[config.mk]
export PLATFORM = sky130hd
export DESIGN_NAME = serial_word_assembler
export DESIGN_NICKNAME = d
export VERILOG_FILES = /design/src/rtl/serial_word_assembler_pkg.sv /design/src/rtl/serial_word_assembler_holding_reg.sv /design/src/rtl/serial_word_assembler.sv
export SDC_FILE = /design/constraint.sdc
export NUM_CORES = 1
export LEC_CHECK = 0
export CORE_AREA = 4 4 41 43
export DETAILED_ROUTE_END_ITERATION = 10
export DIE_AREA = 0 0 45 47
export DONT_BUFFER_PORTS = 1
export SYNTH_ARGS = -nofsm -noshare
export SYNTH_HDL_FRONTEND = slang
export SYNTH_SLANG_ARGS = --single-unit
[constraint.sdc]
create_clock -name clk -period 2.9 [get_ports clk]
set_input_delay 0.58 -clock clk [delete_from_list [all_inputs] [get_ports clk]]
set_output_delay 0.58 -clock clk [all_outputs]
set_load 0.01 [all_outputs]
[src/rtl/serial_word_assembler_pkg.sv]
// ---------------------------------------------------------------------------
// serial_word_assembler_pkg
//
// Purpose:
//   Shared constants and types for the serial word assembler and its
//   one-entry output buffer.
//
// Contents:
//   WORD_W       assembled word width (matches the decode stage input)
//   CNT_W        width of the per-word bit counter; 2**CNT_W must exceed WORD_W
//   buf_state_e  output buffer occupancy state
// ---------------------------------------------------------------------------
package serial_word_assembler_pkg;

  localparam int WORD_W = 6;
  localparam int CNT_W  = 3;

  // Occupancy of the one-entry output buffer; FULL is exactly data_valid.
  typedef enum logic {
    BUF_EMPTY = 1'b0,
    BUF_FULL  = 1'b1
  } buf_state_e;

endpackage : serial_word_assembler_pkg

[src/rtl/serial_word_assembler_holding_reg.sv]
// ---------------------------------------------------------------------------
// word_holding_reg
//
// Purpose:
//   One-entry output buffer between the serial assembler and the downstream
//   combinational decode stage. Holds a finished word under a valid/ready
//   handshake and raises a sticky overflow flag when a finished word arrives
//   while the buffer is full and not being drained.
//
// Ports:
//   clk         system clock, rising edge
//   rst         synchronous, active-high reset
//   load        a finished word is presented this cycle
//   load_word   the finished word
//   data_ready  consumer accepts data_out this cycle
//   data_out    buffered word; changes only on a load or on reset
//   data_valid  buffer holds an unconsumed word
//   overflow    sticky; a finished word was dropped (cleared only by rst)
// ---------------------------------------------------------------------------
module word_holding_reg
  import serial_word_assembler_pkg::*;
#(
  parameter int WIDTH = WORD_W
) (
  input  logic             clk,
  input  logic             rst,
  input  logic             load,
  input  logic [WIDTH-1:0] load_word,
  input  logic             data_ready,
  output logic [WIDTH-1:0] data_out,
  output logic             data_valid,
  output logic             overflow
);

  buf_state_e state_q;
  buf_state_e state_d;
  logic       capture;
  logic       set_overflow;

  // Next-state and buffer-control decode. A load into a full buffer is only
  // accepted when the current word leaves on the same edge, which gives
  // back-to-back words with no bubble; otherwise the new word is dropped and
  // overflow is flagged. data_ready while empty has no effect.
  always_comb begin
    state_d      = state_q;
    capture      = 1'b0;
    set_overflow = 1'b0;
    case (state_q)
      BUF_EMPTY: begin
        if (load) begin
          capture = 1'b1;
          state_d = BUF_FULL;
        end
      end
      BUF_FULL: begin
        if (load && data_ready) begin
          capture = 1'b1;
          state_d = BUF_FULL;
        end else if (load) begin
          set_overflow = 1'b1;
        end else if (data_ready) begin
          state_d = BUF_EMPTY;
        end
      end
      default: begin
        state_d = BUF_EMPTY;
      end
    endcase
  end

  // State, data and sticky flag registers. data_out is written only on a
  // capture so the decode stage never sees a transient word; draining the
  // buffer leaves the last word in place.
  always_ff @(posedge clk) begin
    if (rst) begin
      state_q  <= BUF_EMPTY;
      data_out <= '0;
      overflow <= 1'b0;
    end else begin
      state_q <= state_d;
      if (capture) begin
        data_out <= load_word;
      end
      if (set_overflow) begin
        overflow <= 1'b1;
      end
    end
  end

  assign data_valid = (state_q == BUF_FULL);

endmodule : word_holding_reg

[src/rtl/serial_word_assembler.sv]
// ---------------------------------------------------------------------------
// serial_word_assembler
//
// Purpose:
//   Collects a serial bit stream into WIDTH-bit words and hands each finished
//   word to a one-entry output buffer that feeds the decode stage's data_in.
//   A sync pulse restarts framing by discarding the partial word.
//
// Parameters:
//   WIDTH      word width in bits (decode stage input width)
//   MSB_FIRST  1: first received bit lands in data_out[WIDTH-1]
//              0: first received bit lands in data_out[0]
//
// Ports:
//   clk           system clock, rising edge
//   rst           synchronous, active-high reset; overrides all inputs
//   serial_in     serial data bit
//   serial_valid  serial_in is sampled on this edge
//   sync          framing restart; discards the partial word
//   data_out      assembled word
//   data_valid    data_out holds an unconsumed word
//   data_ready    consumer accepts data_out this cycle
//   overflow      sticky; a completed word was dropped
//   bit_count     bits received in the current partial word, 0..WIDTH-1
// ---------------------------------------------------------------------------
module serial_word_assembler
  import serial_word_assembler_pkg::*;
#(
  parameter int WIDTH     = WORD_W,
  parameter bit MSB_FIRST = 1'b1
) (
  input  logic             clk,
  input  logic             rst,
  input  logic             serial_in,
  input  logic             serial_valid,
  input  logic             sync,
  output logic [WIDTH-1:0] data_out,
  output logic             data_valid,
  input  logic             data_ready,
  output logic             overflow,
  output logic [CNT_W-1:0] bit_count
);

  localparam logic [CNT_W-1:0] LAST_IDX = CNT_W'(WIDTH - 1);

  logic [WIDTH-1:0] shreg_q;
  logic [WIDTH-1:0] shreg_d;
  logic [WIDTH-1:0] shifted;
  logic [CNT_W-1:0] cnt_q;
  logic [CNT_W-1:0] cnt_d;
  logic             last_bit;
  logic             word_done;

  // Shift path and bit counter. sync outranks serial_valid, so a bit
  // presented together with sync is discarded and can never complete a word.
  // The shifted value is also the completed word on the final bit, which is
  // why it is handed to the buffer on the same edge.
  always_comb begin
    if (MSB_FIRST) begin
      shifted = {shreg_q[WIDTH-2:0], serial_in};
    end else begin
      shifted = {serial_in, shreg_q[WIDTH-1:1]};
    end

    last_bit  = (cnt_q == LAST_IDX);
    word_done = serial_valid && !sync && last_bit;

    shreg_d = shreg_q;
    cnt_d   = cnt_q;
    if (sync) begin
      shreg_d = '0;
      cnt_d   = '0;
    end else if (serial_valid) begin
      shreg_d = shifted;
      cnt_d   = last_bit ? '0 : cnt_q + CNT_W'(1);
    end
  end

  // Partial-word state. Idle cycles (serial_valid=0) simply hold it.
  always_ff @(posedge clk) begin
    if (rst) begin
      shreg_q <= '0;
      cnt_q   <= '0;
    end else begin
      shreg_q <= shreg_d;
      cnt_q   <= cnt_d;
    end
  end

  assign bit_count = cnt_q;

  word_holding_reg #(
    .WIDTH(WIDTH)
  ) u_holding_reg (
    .clk       (clk),
    .rst       (rst),
    .load      (word_done),
    .load_word (shifted),
    .data_ready(data_ready),
    .data_out  (data_out),
    .data_valid(data_valid),
    .overflow  (overflow)
  );

endmodule : serial_word_assembler
==> reports/metrics.cfg <==
[outcome]
status=finished, final reports clean

[logic_synthesis]
synth_area_per_cell_um2=10.3
synthesis.instances=64
distinct_cell_type_count_after_synthesis=17
postSynthRegisterBits=16
yosys_warnings=0
synth_largest_type_area_fraction=0.485
syn-cell-area_um2=661
synth_sequential_area_ratio=0.485
postSynthNetCount=70
yosys-top-cells-area=dfxtp_1 48%, mux2i_1 18%, nand2b_1 11%
yosys.area.top_type=dfxtp_1

[cts]
clk-insertion-delay-late_ps=280
postCtsSetupBuffers=0
cts_max_level=1
cts.repair.resized=0
cts.clk_slew.worst_paths_ps=90
tritoncts=yes
clock_tree.root_cell=clkbuf_4
cts_made_buffers=3
cts_hold_repair.buffers=0
clkSinkCount=16
cts-root-to-sink-buffers=2

[sta]
fin_skew_ps=0.348
drv_slew=0
finalHoldViolCount=0
slew_headroom=0.738
maxClockFrequency_ghz=0.707
setup_viol=0
setup-tns-final_ps=0
post-route-period-util=0.488
timing.hold.ws_ps=357
timing.final.crit_period_ps=1410
worst_pin_slew_ps=393
rsz0062_at_grt=false
final_critical_path_setup_slack_ps=1490

[route]
route.detailed.wl_per_inst_um=13.4
viasPerCell=5.06
ant_nets=0
drtPass1Iterations=3
drcViolationCount=0
drt-total-wl_mm=1.07
detail_route.iter0.violations=2
dr_total_vias=405

[worst_hold_path]
min_path_type=primary input to register

[job]
drv.max_cap_violation_count=0

[placement]
dp_slack_ps=1370
numPortBuffers=0
dp.final_hpwl_um=779
place_congestion=0.666
dpl-instance-area_um2=664

[floorplan]
floorplan.initialDensity=0.508
design.portCount=17
die_area_um2=2120
placementRows=13
die_w_um=45
vertical_die_dimension_um=47
placeableCoreArea_um2=1300

[critical_path]
setup.worst_path.end_class=register
timing.critical_path.slowest_stage_cell=dfxtp_1
critical_path.cell_chain=nor3b_2 > nor3b_4 > mux2i_1
critPathRequiredTime_ps=3110
crit_buf_inv=0
slowest_delay_ps=430
critical_path.max_fanout=6
cp_data_arrival_time_ps=1630
path_delay_family=simple AND/OR/NAND/NOR gates
setup.worst_path.start_class=register
worst-setup-path-type=register to register

[grt]
grt_first_pass_wirelength_mm=1.81
grt_pass1_vias=418
gr-total-overflow=0
grt_antenna_before_repair=0
overall_global_routing_resource_usage=0.123
grt_start_max_net_pins=16

[final_layout]
layout_commonest_cell=dfxtp_1
fill_cells=143
num_antenna_cells=0
final_design_area_no_fill_um2=701
final_net_count=72
syn_to_final_growth_pct=6.06
finalCoreUtilization=0.538
layout.cells.most_common_list=16 x dfxtp_1, 12 x nand2b_1, 12 x mux2i_1
drive_above_1_share=0.123

[pwr]
vdd_ir_drop_max_v=0.000264
power_leakage_nw=0.244
power.share.switching=0.198
p_seq_frac=0.590
power_report.internal_total_mw=0.305
cellPowerDensity_nw_per_um2=542
switchingPower_mw=0.0751
clkPwrFrac=0.382
combPwrFrac=0.029

## final timing paths
check | from | end | slack, ps | depth (start not counted)
hold / removal | rst | u_holding_reg.overflow$_SDFFE_PP0P_ | 360 | 1
setup reg to reg | bit_count[2]$_SDFFE_PP0P_ | u_holding_reg.data_out[0]$_SDFFE_PP0P_ | 1490 | 3
setup / recovery | bit_count[2]$_SDFFE_PP0P_ | u_holding_reg.data_out[0]$_SDFFE_PP0P_ | 1490 | 3
hold reg to reg | shreg_q[4]$_SDFFE_PP0P_ | u_holding_reg.data_out[5]$_SDFFE_PP0P_ | 490 | 2
## power by group through the flow
stage          clock network [mW]  registers [mW]  logic, mW
4_1_cts                     0.151           0.224     0.0111
6_report                    0.145           0.224     0.0109
3_5_place_dp                    0           0.229     0.0110
2_1_floorplan                   0           0.228     0.0145
3_3_place_gp                    0           0.229     0.0109
5_1_grt                     0.165           0.224     0.0119
## cell families after synthesis
kind of cell / count (synthesis) / share of synthesized area
XOR/XNOR: 1 / 0.0133
buffers and inverters: 3 / 0.0227
AO/OA/AOI/OAI: 3 / 0.0303
flip-flops: 16 / 0.485
AND/OR/NAND/NOR: 29 / 0.267
multiplexers: 12 / 0.182
## per-stage QoR
stage | power [mW] | cells
4_1_cts | 0.386 | 80
3_3_place_gp | 0.240 | 76
6_report | 0.380 | 80
2_1_floorplan | 0.243 | 64
5_1_grt | 0.401 | 80
3_5_place_dp | 0.240 | 76
## cell type report
type	instances	area [um^2]	share of cell area
multi-input combinational	45	325	0.464
clock buffer	4	36.3	0.0518
sequential	16	320	0.457
tap	15	18.8	0.0268
## sequential cells by signal, summed over array words and instances (netlist names)
signal                    count
u_holding_reg.data_out        6
shreg_q                       5
bit_count                     3
u_holding_reg.data_valid      1
u_holding_reg.overflow        1
## cell usage after synthesis (all sizes together)
cell type,instances
nand2b,12
mux2i,12
a21oi,1
xnor2,1
nand2,2
nand4b,1
or2,1
a41oi,1
dfxtp,16
a31oi,1
nor3b,2
clkbuf,2
nor2,10
buf,1
and2b,1
## layer usage
metal / up-vias / part of all wire / track usage
li1: 215 / - / -
met1: 180 / 0.48 / 0.153
met2: 8 / 0.45 / 0.181
met3: 2 / 0.057 / 0.0383
met4: 0 / 0.013 / 0.0877
met5: - / 0 / 0
Note: power is estimated with default switching activity, not from simulation.
